`config.mk`:
```
export PLATFORM = sky130hd
export DESIGN_NAME = memory_access_stage
export DESIGN_NICKNAME = d
export VERILOG_FILES = /design/src/rtl/memory_access_stage.sv
export SDC_FILE = /design/constraint.sdc
export NUM_CORES = 1
export LEC_CHECK = 0
export CAP_MARGIN = 20
export CELL_PAD_IN_SITES_DETAIL_PLACEMENT = 1
export CELL_PAD_IN_SITES_GLOBAL_PLACEMENT = 1
export CORE_MARGIN = 10
export CORE_UTILIZATION = 32
export DETAILED_ROUTE_END_ITERATION = 12
export GPL_TIMING_DRIVEN = 0
export PLACE_DENSITY = 0.82
export SYNTH_ARGS = -nofsm -noshare
export SYNTH_HDL_FRONTEND = slang
export SYNTH_SLANG_ARGS = --single-unit
```
`constraint.sdc`:
```
create_clock -name clk -period 5.03 [get_ports clk]
set_clock_uncertainty 0.15 [all_clocks]
set_input_delay 1.2575 -clock clk [delete_from_list [all_inputs] [get_ports clk]]
set_output_delay 1.2575 -clock clk [all_outputs]
set_load 0.05 [all_outputs]
```
`src/rtl/memory_access_stage.sv`:
```
// MEM pipeline stage: runs load/store accesses over a req/ack data-memory
// handshake, steers byte lanes, extends load data and emits one write-back packet per instruction.
module memory_access_stage #(
  parameter int XLEN = 32,
  parameter int RAW  = 5
) (
  input  logic            clk,
  input  logic            reset,
  input  logic            ex_valid,
  output logic            ex_ready,
  input  logic [XLEN-1:0] alu_y,
  input  logic [XLEN-1:0] rdd2,
  input  logic [RAW-1:0]  rd,
  input  logic [2:0]      funct3,
  input  logic            mem_read,
  input  logic            mem_write,
  input  logic            reg_write,
  output logic            dm_req,
  output logic            dm_we,
  output logic [XLEN-1:0] dm_addr,
  output logic [XLEN-1:0] dm_wdata,
  output logic [3:0]      dm_be,
  input  logic            dm_ack,
  input  logic [XLEN-1:0] dm_rdata,
  output logic            wb_valid,
  output logic            wb_regwe,
  output logic [RAW-1:0]  wb_rd,
  output logic [XLEN-1:0] wb_data,
  output logic            mem_fault
);

  typedef enum logic [0:0] {ST_IDLE = 1'b0, ST_WAIT = 1'b1} state_t;

  function automatic logic access_fault(input logic [2:0] f3, input logic [1:0] off,
                                        input logic is_store);
    logic f;
    f = 1'b0;
    case (f3)
      3'd0:    f = 1'b0;
      3'd1:    f = off[0];
      3'd2:    f = (off != 2'b00);
      3'd4:    f = is_store;
      3'd5:    f = is_store | off[0];
      default: f = 1'b1;
    endcase
    return f;
  endfunction

  function automatic logic [3:0] store_be(input logic [2:0] f3, input logic [1:0] off);
    logic [3:0] be;
    be = 4'b0000;
    case (f3)
      3'd0:    be = 4'b0001 << off;
      3'd1:    be = off[1] ? 4'b1100 : 4'b0011;
      3'd2:    be = 4'b1111;
      default: be = 4'b0000;
    endcase
    return be;
  endfunction

  function automatic logic [XLEN-1:0] store_data(input logic [2:0] f3, input logic [XLEN-1:0] d);
    logic [XLEN-1:0] w;
    w = d;
    case (f3)
      3'd0:    w = {(XLEN/8){d[7:0]}};
      3'd1:    w = {(XLEN/16){d[15:0]}};
      default: w = d;
    endcase
    return w;
  endfunction

  function automatic logic [XLEN-1:0] load_extend(input logic [2:0] f3, input logic [1:0] off,
                                                  input logic [XLEN-1:0] w);
    logic [7:0]      b;
    logic [15:0]     h;
    logic [XLEN-1:0] r;
    b = w[{off, 3'b000} +: 8];
    h = off[1] ? w[31:16] : w[15:0];
    r = w;
    case (f3)
      3'd0:    r = {{(XLEN-8){b[7]}}, b};
      3'd1:    r = {{(XLEN-16){h[15]}}, h};
      3'd4:    r = {{(XLEN-8){1'b0}}, b};
      3'd5:    r = {{(XLEN-16){1'b0}}, h};
      default: r = w;
    endcase
    return r;
  endfunction

  state_t          state_r, state_s;
  logic            ex_ready_r, ex_ready_s;
  logic            dm_req_r, dm_req_s, dm_we_r, dm_we_s;
  logic [XLEN-1:0] dm_addr_r, dm_addr_s, dm_wdata_r, dm_wdata_s;
  logic [3:0]      dm_be_r, dm_be_s;
  logic            wb_valid_r, wb_valid_s, wb_regwe_r, wb_regwe_s;
  logic [RAW-1:0]  wb_rd_r, wb_rd_s;
  logic [XLEN-1:0] wb_data_r, wb_data_s;
  logic            mem_fault_r, mem_fault_s;
  logic [2:0]      pend_f3_r, pend_f3_s;
  logic [1:0]      pend_off_r, pend_off_s;
  logic            pend_load_r, pend_load_s, pend_regwe_r, pend_regwe_s;

  logic            is_mem_s, is_store_s, fault_s;
  logic [1:0]      off_s;

  // A set mem_read wins over mem_write, so a both-set op is treated as a load.
  assign is_mem_s   = mem_read | mem_write;
  assign is_store_s = mem_write & ~mem_read;
  assign off_s      = alu_y[1:0];
  assign fault_s    = access_fault(funct3, off_s, is_store_s);

  // Next-state and next-output decode for the IDLE/WAIT access FSM
  always_comb begin
    state_s      = state_r;
    dm_req_s     = dm_req_r;
    dm_we_s      = dm_we_r;
    dm_addr_s    = dm_addr_r;
    dm_wdata_s   = dm_wdata_r;
    dm_be_s      = dm_be_r;
    wb_valid_s   = 1'b0;
    mem_fault_s  = 1'b0;
    wb_regwe_s   = wb_regwe_r;
    wb_rd_s      = wb_rd_r;
    wb_data_s    = wb_data_r;
    pend_f3_s    = pend_f3_r;
    pend_off_s   = pend_off_r;
    pend_load_s  = pend_load_r;
    pend_regwe_s = pend_regwe_r;
    case (state_r)
      ST_IDLE: begin
        if (ex_valid) begin
          wb_rd_s = rd;
          if (!is_mem_s) begin
            wb_valid_s = 1'b1;
            wb_regwe_s = reg_write;
            wb_data_s  = alu_y;
          end else if (fault_s) begin
            wb_valid_s  = 1'b1;
            mem_fault_s = 1'b1;
            wb_regwe_s  = 1'b0;
            wb_data_s   = alu_y;
          end else begin
            dm_req_s     = 1'b1;
            dm_we_s      = is_store_s;
            dm_addr_s    = {alu_y[XLEN-1:2], 2'b00};
            dm_be_s      = is_store_s ? store_be(funct3, off_s) : 4'b1111;
            dm_wdata_s   = is_store_s ? store_data(funct3, rdd2) : {XLEN{1'b0}};
            pend_f3_s    = funct3;
            pend_off_s   = off_s;
            pend_load_s  = ~is_store_s;
            pend_regwe_s = reg_write;
            state_s      = ST_WAIT;
          end
        end else begin
          state_s = ST_IDLE;
        end
      end
      ST_WAIT: begin
        if (dm_ack) begin
          dm_req_s   = 1'b0;
          state_s    = ST_IDLE;
          wb_valid_s = 1'b1;
          wb_regwe_s = pend_load_r & pend_regwe_r;
          wb_data_s  = pend_load_r ? load_extend(pend_f3_r, pend_off_r, dm_rdata) : {XLEN{1'b0}};
        end else begin
          state_s = ST_WAIT;
        end
      end
      default: begin
        state_s  = ST_IDLE;
        dm_req_s = 1'b0;
      end
    endcase
    ex_ready_s = (state_s == ST_IDLE);
  end

  // State, pending-access and output registers
  always_ff @(posedge clk or posedge reset) begin
    if (reset) begin
      state_r      <= ST_IDLE;
      ex_ready_r   <= 1'b1;
      dm_req_r     <= 1'b0;
      dm_we_r      <= 1'b0;
      dm_addr_r    <= {XLEN{1'b0}};
      dm_wdata_r   <= {XLEN{1'b0}};
      dm_be_r      <= 4'b0000;
      wb_valid_r   <= 1'b0;
      wb_regwe_r   <= 1'b0;
      wb_rd_r      <= {RAW{1'b0}};
      wb_data_r    <= {XLEN{1'b0}};
      mem_fault_r  <= 1'b0;
      pend_f3_r    <= 3'd0;
      pend_off_r   <= 2'd0;
      pend_load_r  <= 1'b0;
      pend_regwe_r <= 1'b0;
    end else begin
      state_r      <= state_s;
      ex_ready_r   <= ex_ready_s;
      dm_req_r     <= dm_req_s;
      dm_we_r      <= dm_we_s;
      dm_addr_r    <= dm_addr_s;
      dm_wdata_r   <= dm_wdata_s;
      dm_be_r      <= dm_be_s;
      wb_valid_r   <= wb_valid_s;
      wb_regwe_r   <= wb_regwe_s;
      wb_rd_r      <= wb_rd_s;
      wb_data_r    <= wb_data_s;
      mem_fault_r  <= mem_fault_s;
      pend_f3_r    <= pend_f3_s;
      pend_off_r   <= pend_off_s;
      pend_load_r  <= pend_load_s;
      pend_regwe_r <= pend_regwe_s;
    end
  end

  assign ex_ready  = ex_ready_r;
  assign dm_req    = dm_req_r;
  assign dm_we     = dm_we_r;
  assign dm_addr   = dm_addr_r;
  assign dm_wdata  = dm_wdata_r;
  assign dm_be     = dm_be_r;
  assign wb_valid  = wb_valid_r;
  assign wb_regwe  = wb_regwe_r;
  assign wb_rd     = wb_rd_r;
  assign wb_data   = wb_data_r;
  assign mem_fault = mem_fault_r;

endmodule
```
# Yosys cells after proc, flatten, opt, wreduce, memory -nomap -nowiden
# Index checks and enable logic that the tools add are counted.
# totals
inputBits	111
output_inout_bits	111
word_cells	83
ff_bits	117
# classes
bitwise	9
reduce_logical	7
eq_ne	12
shift	2
mux	37
# ops
operator	count
$mux 32	6
$pmux 32 s2	2
$pmux 32 s4	1
$shiftx 32x6->8	1
$mux 1	19
$mux 16	1
$eq 3x3->1 const B	4
$pmux 4 s3	1
$mux 4	2
$ne 2x2->1 const B	4
$pmux 1 s2	4
$reduce_and 4->1	2
$eq 3x1->1 const B	2
$logic_not 3->1	2
$not 1->1	5
$pmux 1 s5	1
$shl 1x2->4 const A	1
$eq 3x2->1 const B	1
$ne 3x3->1 const B	1
$reduce_and 3->1	1
$and 1x1->1	2
$or 1x1->1	2
$reduce_and 2->1	1
$reduce_bool 2->1	1

# Longest topological paths before layout
# depth
word_depth	9
ltp_mapped	8
ltp_nobuf	5

# Least setup slack after synthesis
# No wires, ideal clock.
# synth_path
path_type	input to register
startpoint	input port funct3[1]
endpoint	register dm_wdata_r[7], in the netlist dm_wdata[7]
arrival_time_ps	2370
setup_slack_ps	2389
setup_ps	121
stages	7
required_time_ps	4759
path_buffers	3
cell_sequence	buf_2 > nor2b_1 > a22o_4 > and4b_1 > buf_4 > buf_6 > a22o_1
# synth_between
elab_chain_cells	4
word_cells_on_any_way	8
classes_between	eq/ne: 4; mux: 1; bitwise: 1; reduce/logical: 2
# synth_rtl
item	line	rtl
start: declaration	14	input logic [2:0] funct3,
$eq 3x3->1 (tied with other cells)	38	case (f3)
$pmux 1 s5 (*)	38	
$not 1->1 (no line) (*)	n/a	
$reduce_and 4->1 (no line) (*)	n/a	
end signal: assignment	185	dm_wdata_r <= {XLEN{1'b0}};
end signal: assignment	202	dm_wdata_r <= dm_wdata_s;
end: declaration	93	logic [XLEN-1:0] dm_addr_r, dm_addr_s, dm_wdata_r, dm_wdata_s;
# Every way passes the cells marked *; elsewhere a longest branch is shown, timed or not.
# A chain may end at the register's enable or synchronous reset.

# Worst setup path in the final report
# layout_path
startpoint	register ex_ready_r, in the netlist ex_ready
endpoint	output port ex_ready
# layout_lines
item	line	rtl
start: declaration	91	logic ex_ready_r, ex_ready_s;
start signal: assignment	198	ex_ready_r <= ex_ready_s;
end: declaration	10	output logic ex_ready,
# No word-level cell between the ends.

==> qor.yml <==
clock_tree:
  numClockSinks: 117
  numCtsBuffers: 17
  htree_levels: 4
  cts_hold_buf: 0
  cts_tree: "done"
  path_clk_slew_ps: 60
  root_buffer: "clkbuf_16"
  cts_buffer_depth: 2
  clkLatencyLatePin_ps: 420
  post_cts_buffers: 0
  post_cts_resized: 0
layout:
  areaGrowthSynthToFinish_pct: 53.6
  antennaDiodeCount: 0
  layout-drive-gt1-share_pct: 11.2
  final_nets: 971
routing:
  wl_um: 24400
  ant_nets: 0
  vias_per_cell: 5.07
  drt_pre_antenna_iters: 4
  avgRoutedWirePerCell_um: 22.1
  drc: 0
  num_vias: 5586
  drtIter0Drc: 215
setup_path:
  required_ps: 3620
  cp.buffers_inverters: 1
  cp_slowest_cell: "clkdlybuf4s50_1"
  cp-start-kind: "flop"
  worstSetupPathType: "reg -> out"
  crit_path_max_fanout: 1
  endpoint_kind: "primary output"
  crit_family: "buffers and inverters"
  arrival_ps: 1720
  worstPathCellList: "clkdlybuf4s50_1"
  max_stage_delay_ps: 790
worst_hold_path:
  holdCritPathClass: "reg -> reg"
timing:
  fmax_mhz: 320
  timing.final.crit_share_pct: 62.2
  tightest_slew_ps: 708
  hold_viol: 0
  tns_ps: 0
  setup_violations: 0
  holdWs_ps: 324
  rsz0062_at_grt: "no"
  relSlewSlack_pct: 52.8
  setup_ws_ps: 1900
  drv_slew: 0
  layout_min_cycle_time_ps: 3130
grt:
  grt_pass1_vias: 6236
  grt_pass1_wl_um: 37200
  grt_use_total_pct: 20.0
  grt_max_degree: 62
  antenna_found_initial: 0
  overflow: 0
synth:
  ys_warn_count: 0
  yosysUniqueCellTypes: 45
  synth-async-reset-ratio_pct: 100
  syn_area_mm2: 0.00580
  synth-edff-count: 0
  synth-seq-area-share_pct: 50.5
  synth_top_area_cell: "dfrtp_1"
  synth_top_cell_area_share_pct: 50.0
  syn_avg_cell_area_um2: 9.31
  synthTopCellsByArea: "dfrtp_1, nand2_1, a21oi_1"
  ys_ff_latch: 117
  synth-main-ff-cell: "dfrtp_1"
  synthCells: 623
floorplan:
  rows: 49
  die_h_um: 155
  start_util_pct: 32.4
  dieArea_mm2: 0.0239
  num_io_pins: 222
  coreArea_mm2: 0.0179
  die_x_um: 155
place:
  io_buffers: 216
  gp_congestion: 0.879
  post-place-ws_ps: 1520
  dpl.hpwl_um: 18800
power:
  p_leak_nw: 3.87
  p_per_area_mw_per_mm2: 507
  vdd_drop_max_mv: 0.250
  p_total_mw: 4.52
outcome:
  status: "finished, final reports clean"
flow_run:
  maxCapViolations: 0
-- routing by layer --
metal | global-route usage (%) | up-vias | wire length, µm
li1 | - | 2582 | -
met1 | 22.9 | 2771 | 10000
met2 | 33.5 | 209 | 11800
met3 | 8.40 | 24 | 2250
met4 | 5.35 | 0 | 332
met5 | 0 | - | 0
-- per-stage QoR --
stage               util, %  cell area, µm²  std cells
floorplan                 -            5800        624
global placement       46.1            8250       1069
detailed placement     46.3            8290       1070
CTS                    49.8            8910       1102
global route           49.8            8910       1102
finish                 49.8            8910       1102
-- Yosys cell counts, types with 7 or more instances --
master and count:
o21ai_0 34, nand2_1 150, nand2b_1 9, a22o_1 8
inv_1 8, nor2_1 70, a2bb2oi_2 9, dfrtp_1 116
buf_2 17, o2bb2ai_1 7, a21oi_1 62, buf_4 9
a2bb2oi_1 11, nor2b_1 17, buf_6 8, mux2i_1 26
a21o_1 7
-- cell usage in the layout, fill, tap and decap left out, types with 2 or more instances in the layout --
| master | n |
|---|---|
| nand3b_1 | 4 |
| nor4_1 | 2 |
| a2bb2oi_2 | 9 |
| inv_1 | 7 |
| clkinv_2 | 5 |
| bufinv_16 | 4 |
| nand3_1 | 3 |
| nor2b_1 | 17 |
| buf_6 | 8 |
| nand2b_1 | 9 |
| clkbuf_1 | 6 |
| clkdlybuf4s50_1 | 216 |
| a21oi_1 | 62 |
| a2bb2oi_1 | 11 |
| mux2i_1 | 26 |
| o21a_1 | 4 |
| a31oi_1 | 2 |
| a21o_1 | 7 |
| clkbuf_16 | 17 |
| dfrtp_1 | 116 |
| clkinvlp_4 | 4 |
| o21ai_0 | 34 |
| mux2_2 | 6 |
| nand2_1 | 150 |
| o21ai_1 | 4 |
| buf_2 | 17 |
| nor2_1 | 70 |
| o2bb2ai_1 | 7 |
| conb_1 | 2 |
| a22o_1 | 8 |
| clkbuf_8 | 5 |
| o221ai_1 | 2 |
| buf_4 | 9 |
-- logic make-up after synthesis --
family	count (synthesis)	share of synthesized area, %
multiplexers	32	5.65
AO/OA/AOI/OAI	158	18.4
buffers and inverters	53	6.13
flip-flops	117	50.5
other	1	0.0646
AND/OR/NAND/NOR	262	19.2
-- registers in the layout, summed over array words and instances (netlist names), 2 cells and up --
| name | cells |
|---|---|
| dm_wdata | 32 |
| wb_data | 32 |
| dm_addr | 30 |
| wb_rd | 5 |
| dm_be | 4 |
| pend_f3_r | 3 |
| pend_off_r | 2 |
-- final cells by class --
type,count,area [µm²]
Multi-Input combinational cell,454,2520
Inverter,8,35.0
Sequential cell,117,2930
Clock inverter,14,184
Timing Repair Buffer,217,2190
Fill cell,2060,8990
Tap cell,229,287
Buffer,45,325
Clock buffer,18,439
-- final timing paths --
path	startpoint	endpoint	slack [ps]	depth (start not counted)
setup / recovery	ex_ready$_DFF_PP1_	ex_ready	1900	1
hold / removal	dm_wdata[23]$_DFFE_PP0P_	dm_wdata[23]$_DFFE_PP0P_	320	2
setup reg to reg	state_r$_DFF_PP0_	dm_wdata[4]$_DFFE_PP0P_	2800	6
hold reg to reg	dm_wdata[23]$_DFFE_PP0P_	dm_wdata[23]$_DFFE_PP0P_	320	2
max in group asynchronous	reset	ex_ready$_DFF_PP1_	2880	3
min in group asynchronous	reset	wb_rd[3]$_DFFE_PP0P_	1130	2
-- where the power goes --
part	switching [mW]	internal [mW]
Clock	0.464	0.837
Sequential	0.134	1.15
Combinational	1.25	0.679
Total	1.85	2.67
No activity file was read; power rests on OpenSTA's default activity.
==> patch 1 (same flow settings) <==
`RAW`: 5 -> 4.
--- a/src/rtl/memory_access_stage.sv
+++ b/src/rtl/memory_access_stage.sv
@@ -3,5 +3,5 @@
 module memory_access_stage #(
   parameter int XLEN = 32,
-  parameter int RAW  = 5
+  parameter int RAW  = 4
 ) (
   input  logic            clk,
Interface: changed (resized rd and wb_rd); port bits go from 222 to 220. The function was not compared with the original's and may differ.
==> patch 1 against the original RTL <==
Setup slack worse by 350 ps. Via count is 1.9% lower. Synthesized area is 0.43% lower. Sequential cell count down 1. Cell area fell by 0.38%. Total power decreased by 4.0%. Routed wire length fell by 2.6%.
==> patch 1: results (changes against the original RTL) <==
- Final period utilization: 69.2% (was 62.2%)
- Top cells by instance count after synthesis: dfrtp_1, nand2_1, a21oi_1, mux2_2, o21ai_0 (was nand2_1, dfrtp_1, nor2_1, a21oi_1, o21ai_0)
- GP Congestion: 0.862 (was 0.879)
- Setup bufs post-CTS: 0 (unchanged)
- Outcome: completed (unchanged)
- Reg2Reg Depth: 6 (unchanged)
- Layout cell share with drive strength beyond 1: 13.3% (was 11.2%)
- Rel. slew slack: 46.1% (was 52.8%)
- Pleak: 3.66 nW (was 3.87 nW)
- Final net count: 894 (was 971)
- Maximum fanout along the worst path: 10 (was 1)
- Initial antenna violation count: 0 (unchanged)
- DRT Pass-1 Iters: 5 (was 4)
- Worst setup path end: dm_be[2] (was ex_ready)
- Ys async rst share: 100% (unchanged)
- Reg2reg setup slack: 2540 ps (was 2800 ps)
- Drt total wl: 23.8 mm (was 24.4 mm)
- Largest cells by area after synthesis: dfrtp_1, mux2_2, mux2i_1 (was dfrtp_1, nand2_1, a21oi_1)
- First-pass GRT wire length: 36.6 mm (was 37.2 mm)
- Port buffer count: 216 (unchanged)
- Post-CTS sizing: 0 (unchanged)
- Via-per-instance ratio: 5.33 (was 5.07)
- Worst skew pair latency: 430 ps
- VDD IR max: 0.000277 V (was 0.000250 V)
- Cell Count, Final, Fillers Out: 1027 (was 1102)
- Critical path startpoint: alu_y[1] (was ex_ready)
- Post-Synthesis Cells: 547 (was 623)
- Clock buffer depth: 2 (unchanged)
- Total track usage: 19.6% (was 20.0%)
- Placed insts: 994 (was 1070)
- Htree depth: 4 (unchanged)
- CTS root buffer: clkbuf_16 (unchanged)
- Yosys warns: 0 (unchanged)
- RR Startpoint: state_r (unchanged)
- Number of buffers created by CTS: 17 (unchanged)
- Worst slack, placed: 1070 ps (was 1520 ps)
- Vias in the first global route: 5995 (was 6236)
- Dpl hpwl: 18.3 mm (was 18.8 mm)
- CTS clk-pin slew, worst paths: 50 ps
- Reg2reg end: dm_addr[2] (was dm_wdata[4])
- Seq/Total Area, Yosys: 50.3% (was 50.5%)
- Pin count of the biggest net entering global routing: 82 (was 62)
- Hold crit path type: reg -> reg (unchanged)
- Post-synth cell types: 44 (was 45)
- Number of DRC markers in iteration 0: 343 (was 215)
==> patch 1: kinds of logic after synthesis <==
family / after synthesis / share of synthesized area, %
AO/OA/AOI/OAI: 186 / 21.6
flip-flops: 116 / 50.3
AND/OR/NAND/NOR: 113 / 10.0
multiplexers: 69 / 13.2
buffers and inverters: 62 / 4.85
other: 1 / 0.0649
==> patch 1: worst min-delay path by stage <==
| stage | from | end | slack, ps | depth (start not counted) |
|---|---|---|---|---|
| 6_report | dm_we | dm_we | 330 | 2 |
| 5_1_grt | dm_we | dm_we | 360 | 2 |
| 2_1_floorplan | pend_f3_r[2] | pend_f3_r[2] | 310 | 2 |
| 3_3_place_gp | dm_wdata[20] | dm_wdata[20] | 310 | 2 |
| 4_1_cts | dm_we | dm_we | 330 | 2 |
| 3_5_place_dp | dm_we | dm_we | 320 | 2 |
==> patch 1: cell type report <==
class	instances	area [sq um]
fill	1948	8970
tap	229	287
multi-input combinational	370	2590
sequential	116	2900
clock inverter	10	128
inverter	14	57.6
clock buffer	22	484
timing repair buffer	217	2190
antenna	1	2.50
buffer	48	228
==> patch 1: per-stage QoR <==
step                      hold slack (ps)  cell area (sq um)  utilization, %  setup TNS [ps]
after CTS                             332               8870            49.7               0
after floorplan                       315               5780               -               0
final                                 326               8870            49.7               0
after global placement                310               8230            46.1         -165060
after global routing                  360               8870            49.7               0
after detailed placement              319               8260            46.3               0
==> patch 1: where the power goes <==
part           internal [mW]  leakage (nW)  switching [mW]  total (mW)
combinational          0.637          1.94            1.18        1.82
sequential              1.14          1.41           0.115        1.25
clock                  0.825         0.305           0.441        1.27
==> patch 1: worst max-delay path, stage by stage <==
cell and delay (ps):
clkdlybuf4s50_1 630, nor4_4 510, o22ai_2 300, nor3b_1 690
o32a_1 290
==> patch 1: layer usage <==
layer	GRT usage (%)	part of all wire, %	vias to the layer above
met4	5.44	1.4	0
li1	-	-	2493
met1	23.6	42	2714
met5	0	0	-
met2	31.7	47	245
met3	7.93	9.8	27
==> patch 2 (same flow settings) <==
Without the edit above. Put one more register stage on the output `mem_fault`, cleared by the reset. The value now appears one clock later. The other outputs are not delayed to match.
--- a/src/rtl/memory_access_stage.sv
+++ b/src/rtl/memory_access_stage.sv
@@ -224,5 +224,11 @@
   assign wb_rd     = wb_rd_r;
   assign wb_data   = wb_data_r;
-  assign mem_fault = mem_fault_r;
+  always_ff @(posedge clk or posedge reset) begin
+    if (reset) begin
+      mem_fault <= '0;
+    end else begin
+      mem_fault <= mem_fault_r;
+    end
+  end
 
 endmodule
Function: changed (Yosys sat finds a counterexample within 4 cycles, from zero or initial values and one cycle with reset high).
==> patch 2 against the original RTL <==
Total power grew 1.1%. Cell area grew 0.63%. Largest power group unchanged. Routed wire length shrank 4.1%. Final cell count grew 0.18%. Non-clock buffer count is the same. Setup slack lost 18 ps. Count of clock-buffer cells in the layout grew 5. Fmax shrank 0.56%. Synthesized area grew 0.43%. Sequential cell count grew 1. Critical endpoint unchanged.
==> patch 2: results (changes against the original RTL) <==
- Outcome: completed (unchanged)
- Post-Synth Adder-Cell Area: 0% (unchanged)
- Via-per-instance ratio: 4.96 (was 5.07)
- Number of DRC markers in iteration 0: 210 (was 215)
- Pleak: 3.91 nW (was 3.87 nW)
- Port buffer count: 216 (unchanged)
- GP Congestion: 0.883 (was 0.879)
- Complex-gate fraction of the synthesized area: 18.4% (about the same)
- Dpl hpwl: 18.1 mm (was 18.8 mm)
- Final net count: 972 (was 971)
- Top cells by instance count after synthesis: nand2_1, dfrtp_1, nor2_1, a21oi_1, o21ai_0 (unchanged)
- Worst slack, placed: 1570 ps (was 1520 ps)
- Main flop type after synthesis: dfrtp_1 (unchanged)
- Critical Path Max Stage Delay: 810 ps (was 790 ps)
- Worst EP arrival: 1740 ps (was 1720 ps)
- Worst Hold End: mem_fault (was dm_wdata[23])
- Xor/xnor share of the synthesized area: 0% (unchanged)
- Drt total wl: 23.4 mm (was 24.4 mm)
- RR Startpoint: state_r (unchanged)
- CP max-delay cell: clkdlybuf4s50_1 (unchanged)
- CTS clk-pin slew, worst paths: 50 ps
- Rel. slew slack: 50.0% (was 52.8%)
- Largest cells by area after synthesis: dfrtp_1, nand2_1, a21oi_1 (unchanged)
- Vias in the first global route: 6081 (was 6236)
- Layout cell share with drive strength beyond 1: 10.9% (was 11.2%)
- Clock buffer depth: 2 (unchanged)
- Initial antenna violation count: 1 (was 0)
- Seq/Total Area, Yosys: 50.7% (was 50.5%)
- Reg2reg end: dm_wdata[1] (was dm_wdata[4])
- Reg2reg setup slack: 2890 ps (was 2800 ps)
- Total track usage: 19.1% (was 20.0%)
- CTS root buffer: clkbuf_16 (unchanged)
- First-pass GRT wire length: 35.6 mm (was 37.2 mm)
- Min-delay src: mem_fault_r (was dm_wdata[23])
- Worst skew pair latency: 420 ps (about the same)
- Fillers: 2060 (unchanged)
- Placed instance area: 8310 sq um (was 8290 sq um)
- Number of buffers created by CTS: 17 (unchanged)
- WHS Path Cells: 0 (was 2)
- Pin count of the biggest net entering global routing: 90 (was 62)
- Mux share of post-synthesis cell area: 5.63% (was 5.65%)
- VDD IR max: 0.000261 V (was 0.000250 V)
- Yosys warns: 0 (unchanged)
-- patch 2: cell count changes in the layout (fill, tap and decap cells not counted) --
cell | before | now
diode_2 | 0 | 1
dfrtp_1 | 116 | 117
clkinv_2 | 5 | 3
clkbuf_8 | 5 | 7
bufinv_16 | 4 | 5
clkbuf_1 | 6 | 9
clkinvlp_4 | 4 | 0
-- patch 2: final cells by class --
type / count / area, sq um / area share (%)
inverter: 8 / 35.0 / 0.391
tap: 229 / 287 / 3.20
clock buffer: 23 / 478 / 5.33
timing repair buffer: 217 / 2190 / 24.4
buffer: 45 / 325 / 3.63
sequential: 118 / 2950 / 33.0
multi-input combinational: 454 / 2520 / 28.1
antenna: 1 / 2.50 / 0.0279
clock inverter: 9 / 174 / 1.94
-- patch 2: worst max path at each step --
| stage | slack, ps | endpoint |
|---|---|---|
| after floorplan | 500 | dm_addr[10] |
| after global placement | -1530 | dm_addr[20] |
| after detailed placement | 1570 | dm_addr[16] |
| after CTS | 1850 | ex_ready |
| after global routing | 1860 | ex_ready |
| final | 1880 | ex_ready |
-- patch 2: metrics by stage --
stage	util, %	setup TNS (ps)	hold WS, ps	total power, mW	instances
final	49.9	0	198	4.57	1104
after global routing	49.9	0	203	4.79	1103
after CTS	49.9	0	204	4.62	1103
after detailed placement	46.3	0	189	3.23	1071
after global placement	46.1	-177660	186	3.20	1070
after floorplan	-	0	181	2.51	625
-- patch 2: routing by layer --
metal / vias to the layer above / track usage (%) / wire length [um]
li1: 2583 / - / -
met1: 2667 / 22.7 / 9760
met2: 200 / 30.7 / 10900
met3: 23 / 8.33 / 2360
met4: 0 / 5.67 / 367
met5: - / 0 / 0
-- patch 2: power by group --
part | total [mW] | internal [mW] | switching, mW
logic | 1.92 | 0.679 | 1.24
clock network | 1.35 | 0.917 | 0.438
registers | 1.30 | 1.16 | 0.133
